<file path="config.mk">
export PLATFORM = sky130hd
export DESIGN_NAME = fault_test_ctrl
export DESIGN_NICKNAME = d
export VERILOG_FILES = /design/src/rtl/fault_test_pkg.sv /design/src/rtl/ft_resp_cmp.sv /design/src/rtl/fault_test_ctrl.sv
export SDC_FILE = /design/constraint.sdc
export NUM_CORES = 1
export LEC_CHECK = 0
export BUFFER_PORTS_ARGS = -buffer_cell sky130_fd_sc_hd__buf_2
export CAP_MARGIN = 0
export CORE_MARGIN = 2
export CORE_UTILIZATION = 53
export CTS_BUF_LIST = sky130_fd_sc_hd__clkbuf_8 sky130_fd_sc_hd__clkbuf_16
export DETAILED_ROUTE_END_ITERATION = 8
export PLACE_DENSITY = 0.78
export SLEW_MARGIN = 20
export SYNTH_ARGS = -nofsm -noshare
export SYNTH_HDL_FRONTEND = slang
export SYNTH_SLANG_ARGS = --single-unit
</file>
<file path="constraint.sdc">
create_clock -name clk -period 2 [get_ports clk]
set_input_delay 0 -clock clk [delete_from_list [all_inputs] [get_ports clk]]
set_output_delay 0 -clock clk [all_outputs]
set_load 0.005 [all_outputs]
</file>
<file path="src/rtl/fault_test_pkg.sv">
// Shared types and limits for the fault test controller.
package fault_test_pkg;

  localparam int MAX_SETTLE = 4;
  localparam int SETTLE_W   = $clog2(MAX_SETTLE);

  typedef enum logic [1:0] {
    ST_IDLE  = 2'd0,
    ST_APPLY = 2'd1,
    ST_WAIT  = 2'd2,
    ST_DONE  = 2'd3
  } ft_state_t;

endpackage

</file>
<file path="src/rtl/ft_resp_cmp.sv">
// Response checker: compares good and faulty CUT outputs on each sample strobe
// and accumulates the detection count, per-vector map and first detecting vector.
module ft_resp_cmp #(
  parameter int N_IN = 4
) (
  input  logic                 clk,
  input  logic                 rst_n,
  input  logic                 clear,
  input  logic                 sample,
  input  logic [N_IN-1:0]      vec,
  input  logic                 z_good,
  input  logic                 z_fault,
  output logic [N_IN:0]        detect_cnt,
  output logic [(1<<N_IN)-1:0] detect_map,
  output logic [N_IN-1:0]      first_vec,
  output logic                 first_valid
);

  logic hit;

  assign hit = sample & (z_good ^ z_fault);

  always_ff @(posedge clk or negedge rst_n) begin
    if (!rst_n) begin
      detect_cnt  <= '0;
      detect_map  <= '0;
      first_vec   <= '0;
      first_valid <= 1'b0;
    end else if (clear) begin
      detect_cnt  <= '0;
      detect_map  <= '0;
      first_vec   <= '0;
      first_valid <= 1'b0;
    end else if (hit) begin
      detect_map[vec] <= 1'b1;
      detect_cnt      <= detect_cnt + 1'b1;
      if (!first_valid) begin
        first_vec   <= vec;
        first_valid <= 1'b1;
      end
    end
  end

endmodule

</file>
<file path="src/rtl/fault_test_ctrl.sv">
// Exhaustive pattern source for a fault-injection CUT: steps vec_out through
// every input vector, waits SETTLE cycles per vector, and hands samples to ft_resp_cmp.
//
//   state | meaning
//   IDLE  | waiting for start; results held
//   APPLY | vector on vec_out, settle counter loaded
//   WAIT  | settle countdown; sample CUT outputs at zero
//   DONE  | one-cycle done pulse, back to IDLE
module fault_test_ctrl
  import fault_test_pkg::*;
#(
  parameter int N_IN   = 4,
  parameter int SETTLE = 1
) (
  input  logic                 clk,
  input  logic                 rst_n,
  input  logic                 start,
  input  logic                 z_good,
  input  logic                 z_fault,
  output logic [N_IN-1:0]      vec_out,
  output logic                 busy,
  output logic                 done,
  output logic [N_IN:0]        detect_cnt,
  output logic [(1<<N_IN)-1:0] detect_map,
  output logic [N_IN-1:0]      first_vec,
  output logic                 first_valid
);

  localparam logic [SETTLE_W-1:0] SETTLE_LOAD = SETTLE_W'(SETTLE - 1);

  ft_state_t           state, state_nxt;
  logic [SETTLE_W-1:0] settle_cnt;
  logic                clear, sample, last_vec;

  assign last_vec = &vec_out;

  always_ff @(posedge clk or negedge rst_n) begin
    if (!rst_n) state <= ST_IDLE;
    else        state <= state_nxt;
  end

  always_comb begin
    state_nxt = state;
    busy      = 1'b0;
    done      = 1'b0;
    clear     = 1'b0;
    sample    = 1'b0;
    case (state)
      ST_IDLE: begin
        if (start) begin
          clear     = 1'b1;
          state_nxt = ST_APPLY;
        end
      end
      ST_APPLY: begin
        busy      = 1'b1;
        state_nxt = ST_WAIT;
      end
      ST_WAIT: begin
        busy = 1'b1;
        if (settle_cnt == '0) begin
          sample    = 1'b1;
          state_nxt = last_vec ? ST_DONE : ST_APPLY;
        end
      end
      ST_DONE: begin
        done      = 1'b1;
        state_nxt = ST_IDLE;
      end
      default: state_nxt = ST_IDLE;
    endcase
  end

  // The all-ones vector ends the run, so vec_out never wraps inside a run.
  always_ff @(posedge clk or negedge rst_n) begin
    if (!rst_n) begin
      vec_out    <= '0;
      settle_cnt <= '0;
    end else begin
      if (clear)                      vec_out <= '0;
      else if (sample && !last_vec)   vec_out <= vec_out + 1'b1;

      if (state == ST_APPLY)                           settle_cnt <= SETTLE_LOAD;
      else if (state == ST_WAIT && settle_cnt != '0)   settle_cnt <= settle_cnt - 1'b1;
    end
  end

  ft_resp_cmp #(.N_IN(N_IN)) u_resp_cmp (
    .clk         (clk),
    .rst_n       (rst_n),
    .clear       (clear),
    .sample      (sample),
    .vec         (vec_out),
    .z_good      (z_good),
    .z_fault     (z_fault),
    .detect_cnt  (detect_cnt),
    .detect_map  (detect_map),
    .first_vec   (first_vec),
    .first_valid (first_valid)
  );

endmodule

</file>
==> results.yml, run 1 <==
clocking:
  post-cts-setup-buffers: 0
  cts_tree: "done"
  clk_pin_slew_ns: 0.08
  root_buffer: "clkbuf_8"
  clock-sinks: 34
  cts_max_path_buffers: 2
  worstSkewPairLatency_ns: 0.29
  htree_levels: 2
  cts_buffers: 5
yosys:
  yosys_register_bits: 34
  synth_cells: 167
  synth_warnings: 0
  synth_top_area_share_pct: 51.1
  syn_area_sq_mm: 0.00167
  synth.distinct_cells: 29
  ys_async_sr_fraction_pct: 100
  synth_edf_count: 0
  synth_top_area_cell: "dfrtp_1"
  synth_nets: 184
  synthTopCellsByArea: "dfrtp_1, ha_1, a31oi_1, a21oi_1, nor2_1"
  syn_area_per_cell_sq_um: 9.98
  synthFlopType: "dfrtp_1"
  synth-seq-area-share_pct: 51.1
setup_path:
  crit_chain: "ha_1, and3_1, or4_1, a21oi_1"
  critPathMaxStageDelay_ns: 0.47
  worstPathRequired_ns: 2.20
  r2r_end: "vec_out[3]"
  cp.depth: 4
  reg2reg_depth: 4
  reg2reg_setup_slack_ns: 0.22
  r2r-start: "vec_out[0]"
  worst_setup_path_end_kind: "flip-flop"
  worstSetupStartpointType: "flip-flop"
  crit_family: "simple AND/OR/NAND/NOR gates"
  cp_max_fo: 7
  cp_slowest_cell: "or4_1"
  worstSetupPathType: "flip-flop to flip-flop"
  cp.buffers_inverters: 0
  worstPathArrival_ns: 1.99
detailed_routing:
  drt_pass1_iterations: 4
  dr.first_iter.drc_count: 54
  drcViolationCount: 0
  ant_nets: 0
  avgViaCountPerCell: 5.66
  drt-wirelength-per-cell_microns: 15.2
  num_vias: 1421
  route.final.wire_length_mm: 3.81
worst_hold_path:
  hold_depth: 3
  min-delay-start: "start"
  min_path_type: "input pin to flip-flop"
  min_to: "state[0]"
cells_and_area:
  final_nets: 223
  diodes: 0
  area_growth_pct: 22.4
  final_layout_size_suffix_gt1_share_pct: 24.6
  stdcell_count: 251
  fillerInstances: 241
  layout_commonest_cell: "buf_2"
  final_core_util_pct: 67.4
  final_cell_mix: "buf_2, dfrtp_1, nor2_1, nand2_1"
pwr:
  power_density_mw_per_mm2: 1290
  p_leak_nw: 1.04
  finalPower_mw: 2.63
  peakVddDrop_mv: 0.856
die:
  die_x_microns: 60.1
  ios: 37
  core-area_sq_mm: 0.00303
  fp.dieArea_sq_mm: 0.00361
  initial_core_util_pct: 55.0
  die_h_microns: 60.1
  num_rows: 20
sta:
  fmax_mhz: 561
  slew_headroom_pct: 45.5
  worst_pin_slew_ns: 0.811
  fin_tns_setup_ns: 0
  finalHoldViolations: 0
  rsz0062_at_grt: "no"
  finalClockSkew_ns: 0.0107
  final.min_clock_period_ns: 1.78
  setup_ws_ns: 0.217
  maxSlewViolCount: 0
  timing.final.crit_share_pct: 89.1
  setup_viol_count_final: 0
global_route:
  grt_pass1_wl_mm: 6.35
  grt_overflow: 0
  globalRouteTotalUtil_pct: 24.2
  grt_max_degree: 35
  grt_pass1_vias: 1412
  antenna_found_initial: 0
placed_design:
  dp_cells: 242
  place_hpwl_mm: 2.73
  pre_cts_ws_ns: 0.137
  place.gp.congestion: 0.851
  port_buffers: 36
flow_run:
  cap_violations: 0
run_status:
  outcome: "completed"
## worst max path at each step
stage / slack, ns / start / end
floorplan: 0.38 / state[0] / u_resp_cmp.first_vec[0]
global placement: 0.26 / state[0] / u_resp_cmp.first_vec[1]
detailed placement: 0.14 / state[0] / u_resp_cmp.first_vec[0]
CTS: 0.11 / state[0] / u_resp_cmp.first_vec[0]
global route: 0.11 / vec_out[0] / vec_out[3]
finish: 0.22 / vec_out[0] / vec_out[3]
## cell type report
cell class | instances | area, sq um | share of cell area (%)
clock inverter | 3 | 68.8 | 3.37
multi-input combinational | 116 | 746 | 36.6
timing repair buffer | 41 | 220 | 10.8
inverter | 8 | 30.0 | 1.47
tap | 44 | 55.1 | 2.70
clock buffer | 5 | 68.8 | 3.37
sequential | 34 | 851 | 41.7
## state kept, by name, indices dropped and copies added (netlist names)
name and count:
settle_cnt 2, state 2, u_resp_cmp.detect_cnt 5, u_resp_cmp.detect_map 16, u_resp_cmp.first_valid 1, u_resp_cmp.first_vec 4, vec_out 4
## power by group
group | leakage (nW) | switching, mW | total, mW | internal (mW)
Combinational | 0.511 | 0.525 | 0.881 | 0.356
Clock | 0.0683 | 0.259 | 0.758 | 0.499
Sequential | 0.462 | 0.158 | 0.995 | 0.837
Total | 1.04 | 0.942 | 2.63 | 1.69
## per-stage QoR
step	hold slack, ns	instance area (sq um)
after global placement	0.0902	1890
after detailed placement	0.100	1890
after CTS	0.0755	2040
final	0.0808	2040
after floorplan	-0.296	1670
after global routing	0.112	2040
## cells in the mapped netlist (3+ instances only)
| library cell | count |
|---|---|
| clkbuf_1 | 6 |
| a31oi_1 | 11 |
| a41oi_1 | 3 |
| nor2_1 | 16 |
| and2_1 | 3 |
| nand3_1 | 8 |
| o21ai_0 | 9 |
| a21oi_1 | 12 |
| inv_1 | 8 |
| nand2_1 | 14 |
| ha_1 | 12 |
| o31ai_1 | 6 |
| or4_1 | 4 |
| dfrtp_1 | 34 |
## layer usage
layer  global-route usage (%)  share of wire [%]
met4                     11.7                1.9
met3                     4.76                5.3
met1                     30.7                 45
met5                        0                  0
met2                     39.3                 48
## tightest hold or removal path: cells and delay by family
family / cells / cell delay, ns
compound gates: 1 / 0.08
buf+inv: 1 / 0.09
simple gates: 1 / 0.16
## kinds of logic (layout without fill, tap and decap cells)
logic type	after synthesis	after routing	share of synthesized area [%]
and+or+nand+nor	54	54	16.0
muxes	2	2	1.20
adders and majority gates	12	12	9.01
DFF	34	34	51.1
buffers and inverters	17	57	4.43
xor gates and xnor gates	3	3	1.58
AOI/OAI and AO/OA	45	45	16.7
## repair_timing
action,4_1_cts,5_1_grt
resized for setup,0,2
hold endpoints to repair,34,0
setup endpoints to repair,0,5
hold buffers,1,0
Power figures use the tool's default switching activity.
==> inputs of run 2 (changes only) <==
Settings changed: CORE_UTILIZATION 53 to 55, PLACE_DENSITY 0.78 to 0.81.
Clock period 2 ns to 2.1 ns, I/O delays scaled along.
==> run 2 against run 1 <==
First-iteration DRC count is 57% higher. Clock-buffer cell count up 1. Final area down 2.5%. Via count shrank 2.6%. Sequential power down 4.8%. Cell count down 6.0%. Combinational power decreased by 8.3%. Power decreased by 10%. Flip-flop and latch count stayed put. Utilization rose by 3.0 points. Clock skew down 0.0039 ns. Largest cell class unchanged. Largest power group unchanged.
==> results.yml, run 2 (synthesis results as in run 1) <==
run_status:
  outcome: "completed"
die:
  initial_core_util_pct: 58.9
  ios: 37
  die_h_microns: 59.0
  num_rows: 19
  core-area_sq_mm: 0.00283
  fp.dieArea_sq_mm: 0.00349
  die_x_microns: 59.0
global_route:
  grt_pass1_vias: 1241
  antenna_found_initial: 0
  grt_max_degree: 35
  globalRouteTotalUtil_pct: 22.5
  grt_pass1_wl_mm: 5.75
  grt_overflow: 0
sta:
  finalHoldViolations: 0
  maxSlewViolCount: 0
  fin_tns_setup_ns: 0
  worst_pin_slew_ns: 0.731
  setup_viol_count_final: 0
  fmax_mhz: 527
  final.min_clock_period_ns: 1.90
  finalClockSkew_ns: 0.00676
  rsz0062_at_grt: "no"
  timing.final.crit_share_pct: 90.3
  slew_headroom_pct: 50.9
clocking:
  clock-sinks: 34
  cts_buffers: 5
  htree_levels: 2
  root_buffer: "clkbuf_8"
  cts_max_path_buffers: 2
  worstSkewPairLatency_ns: 0.28
  clk_pin_slew_ns: 0.07
  cts_tree: "done"
worst_hold_path:
  min_path_type: "input pin to flip-flop"
cells_and_area:
  final_layout_size_suffix_gt1_share_pct: 23.4
  largest_reg_flops: 16
  final_cell_mix: "buf_2, dfrtp_1, nor2_1, nand2_1"
  largestRegisters: "u_resp_cmp.detect_map (16), u_resp_cmp.detect_cnt (5)"
  final_nets: 222
  area_growth_pct: 19.4
  layout_commonest_cell: "buf_2"
  diodes: 0
  final_core_util_pct: 70.3
  largest-register: "u_resp_cmp.detect_map"
detailed_routing:
  num_vias: 1384
  route.final.wire_length_mm: 3.61
  avgViaCountPerCell: 5.86
  drcViolationCount: 0
  drt-wirelength-per-cell_microns: 15.3
  drt_pass1_iterations: 6
  dr.first_iter.drc_count: 85
  ant_nets: 0
placed_design:
  place_hpwl_mm: 2.51
  place.gp.congestion: 0.853
  port_buffers: 36
setup_path:
  worstPathArrival_ns: 2.07
  worstPathRequired_ns: 2.28
  worst_setup_path_end_kind: "flip-flop"
  reg2reg_setup_slack_ns: 0.20
  critPathMaxStageDelay_ns: 0.48
  worstSetupStartpointType: "flip-flop"
  cp_max_fo: 16
  crit_chain: "inv_1, ha_1, nand2_2, or3_1, o31ai_1"
  cp_slowest_cell: "or3_1"
  worstSetupPathType: "flip-flop to flip-flop"
pwr:
  finalPower_mw: 2.36
  power_density_mw_per_mm2: 1190
  peakVddDrop_mv: 0.668
  p_leak_nw: 1.02
flow_run:
  cap_violations: 0
-- run 2: cell types whose count changed in the layout (fill, tap and decap cells not counted) --
cell,before,now
clkinv_4,1,0
buf_4,4,3
and2_2,1,0
bufinv_16,2,1
and2_1,2,3
clkbuf_8,5,6
-- run 2: stage by stage --
step / instances / area [sq um] / hold slack (ns) / setup slack, ns
final: 236 / 1990 / 0.110 / 0.203
after global routing: 236 / 1990 / 0.139 / 0.0505
after CTS: 236 / 1990 / 0.101 / 0.0926
after detailed placement: 228 / 1860 / 0.105 / 0.138
after global placement: 228 / 1860 / 0.0938 / 0.262
after floorplan: 167 / 1670 / -0.296 / 0.484
-- run 2: final timing paths --
path	end	startpoint	cells past startpoint
hold / removal	state[0]	start	3
setup / recovery	u_resp_cmp.first_vec[1]	state[0]	5
setup reg to reg	u_resp_cmp.first_vec[1]	state[0]	5
min in group asynchronous	vec_out[3]	rst_n	2
max in group asynchronous	u_resp_cmp.detect_cnt[2]	rst_n	2
hold reg to reg	u_resp_cmp.detect_map[4]	u_resp_cmp.detect_map[4]	2
-- run 2: critical path, delay by kind of cell, from the launching register on --
| kind | cells | cell delay, ns |
|---|---|---|
| buf+inv | 1 | 0.12 |
| fa+ha+maj | 1 | 0.30 |
| flops | 1 | 0.43 |
| simple gates | 2 | 0.70 |
| compound gates | 1 | 0.24 |
-- run 2: power by group --
| group | switching [mW] | leakage, nW | total [mW] | internal, mW |
|---|---|---|---|---|
| registers | 0.149 | 0.462 | 0.947 | 0.798 |
| logic | 0.481 | 0.505 | 0.808 | 0.327 |
| clock network | 0.225 | 0.0573 | 0.604 | 0.379 |
| total | 0.854 | 1.02 | 2.36 | 1.50 |
-- run 2: final cells by class --
cell class                      instances  area [sq um]
Clock buffer                            6          82.6
Clock inverter                          1          30.0
Fill cell                             238           840
Inverter                                8          30.0
Multi-Input combinational cell        116           744
Sequential cell                        34           851
Tap cell                               31          38.8
Timing Repair Buffer                   40           213
-- run 2: repair_timing --
action,in CTS,in global routing
hold endpoints to repair,34,0
buffers inserted,0,0
hold buffers,1,0
gates resized for setup,0,1
setup endpoints to repair,0,8
-- run 2: metal layers --
metal	vias to the layer above	share of wire (%)	global-route usage (%)
met5	-	0	0
met4	0	0.97	8.77
met3	5	5.8	5.24
met2	51	46	32.2
met1	662	47	33.2
li1	666	-	-
==> inputs of run 3 (changes only) <==
Settings changed: RECOVER_POWER set to 100.
==> run 3 against run 2 <==
Combinational power is 2% lower. Sequential power barely moved. Largest power group unchanged. Critical path depth did not move. First-iteration DRC count is 9.4% higher. Non-clock buffer count unchanged.
==> results.yml, run 3 (synthesis results as in run 1) <==
run_status:
  outcome: "completed"
detailed_routing:
  ant_nets: 0
  drt-wirelength-per-cell_microns: 15.4
  drt_pass1_iterations: 4
  route.final.wire_length_mm: 3.62
  dr.first_iter.drc_count: 93
  num_vias: 1378
  drcViolationCount: 0
  avgViaCountPerCell: 5.84
clocking:
  cts_tree: "done"
  cts_max_path_buffers: 2
  clk_pin_slew_ns: 0.07
  post-cts-setup-buffers: 0
  root_buffer: "clkbuf_8"
  cts_buffers: 5
  htree_levels: 2
  clock-sinks: 34
  worstSkewPairLatency_ns: 0.28
placed_design:
  place.gp.congestion: 0.853
  pre_cts_ws_ns: 0.138
  port_buffers: 36
  dp_cells: 228
  place_area_sq_mm: 0.00186
  place_hpwl_mm: 2.51
setup_path:
  crit_chain: "inv_1, ha_1, nand2_2, or3_1, o31ai_1"
  cp_slowest_cell: "or3_1"
  worstSetupPathType: "flip-flop to flip-flop"
  cp_max_fo: 16
  worstPathRequired_ns: 2.28
  worst_setup_path_end_kind: "flip-flop"
  worstSetupStartpointType: "flip-flop"
  worstPathArrival_ns: 2.08
  critPathMaxStageDelay_ns: 0.48
pwr:
  comb_power_share_pct: 33.8
  finalPower_mw: 2.34
  internal_power_mw: 1.49
  p_leak_nw: 0.965
  p_clk_share_pct: 25.8
  p_seq_share_pct: 40.4
  peakVddDrop_mv: 0.658
  power_density_mw_per_mm2: 1190
  switching_share_pct: 36.4
  power_switching_mw: 0.854
die:
  fp.dieArea_sq_mm: 0.00349
  num_rows: 19
  core-area_sq_mm: 0.00283
  die_x_microns: 59.0
  die_h_microns: 59.0
  initial_core_util_pct: 58.9
  ios: 37
cells_and_area:
  diodes: 0
  final_core_util_pct: 69.7
  final_layout_size_suffix_gt1_share_pct: 16.6
  area_growth_pct: 18.3
  largest-register: "u_resp_cmp.detect_map"
  stdcell_count: 236
  largestRegisters: "u_resp_cmp.detect_map (16), u_resp_cmp.detect_cnt (5)"
  fillerInstances: 242
  layout_commonest_cell: "dfrtp_1"
  fin_area_sq_mm: 0.00197
  final_nets: 222
  final_cell_mix: "dfrtp_1, buf_2, nor2_1, nand2_1"
  largest_reg_flops: 16
sta:
  final.min_clock_period_ns: 1.90
  slew_headroom_pct: 45.0
  holdWs_ns: 0.110
  setup_ws_ns: 0.199
  finalClockSkew_ns: 0.00647
  finalHoldViolations: 0
  rsz0062_at_grt: "no"
  worst_pin_slew_ns: 0.825
  maxSlewViolCount: 0
  fmax_mhz: 526
  setup_viol_count_final: 0
  fin_tns_setup_ns: 0
  timing.final.crit_share_pct: 90.5
worst_hold_path:
  min_path_type: "input pin to flip-flop"
global_route:
  grt_pass1_wl_mm: 5.75
  grt_max_degree: 35
  antenna_found_initial: 0
  grt_overflow: 0
  grt_pass1_vias: 1241
  globalRouteTotalUtil_pct: 22.5
flow_run:
  cap_violations: 0
==> run 3: cell types whose count changed in the layout (fill, tap and decap cells not counted), sizes merged <==
cell / change
clkbuf: +13
buf: -13
==> run 3: layout make-up <==
cell class	count	area, sq um	area share [%]
clock inverters	1	30.0	1.52
inverters	8	30.0	1.52
clock buffers	6	82.6	4.19
flip-flops and latches	34	851	43.1
well taps	31	38.8	1.97
repair buffers	40	195	9.90
multi-input cells	116	744	37.8
==> run 3: final timing paths <==
| path | start | cells past startpoint | slack, ns | endpoint |
|---|---|---|---|---|
| setup / recovery | state[0] | 5 | 0.20 | u_resp_cmp.first_vec[1] |
| hold / removal | start | 3 | 0.11 | state[0] |
| setup reg to reg | state[0] | 5 | 0.20 | u_resp_cmp.first_vec[1] |
| hold reg to reg | u_resp_cmp.detect_map[4] | 2 | 0.48 | u_resp_cmp.detect_map[4] |
| max in group asynchronous | rst_n | 2 | 1.24 | u_resp_cmp.detect_cnt[2] |
| min in group asynchronous | rst_n | 2 | 0.35 | vec_out[3] |
==> run 3: layer usage <==
layer	vias up	track usage, %	part of all wire [%]	routed length (microns)
met5	-	0	0	0
met4	0	8.77	0.97	35
met3	5	5.24	6.5	235
met2	49	32.2	46	1660
met1	657	33.2	47	1690
li1	667	-	-	-
==> run 3: power groups by stage <==
stage	clock (mW)	combinational [mW]	sequential, mW
finish	0.604	0.793	0.946
global route	0.630	0.892	0.966
CTS	0.615	0.802	0.941
detailed placement	0	0.793	0.953
global placement	0	0.771	0.939
floorplan	0	0.498	0.937
==> run 3: worst max-delay path, delay by kind of cell, from the launching register on <==
kind | cells | cell delay (ns)
flops | 1 | 0.43
compound gates | 1 | 0.24
buf+inv | 1 | 0.12
fa+ha+maj | 1 | 0.30
simple gates | 2 | 0.70
==> run 3: repair_timing <==
action / in CTS / in global routing
hold buffers: 1 / 0
endpoints found under the hold margin: 34 / 0
setup endpoints to repair: 0 / 8
gates resized for setup: 0 / 1
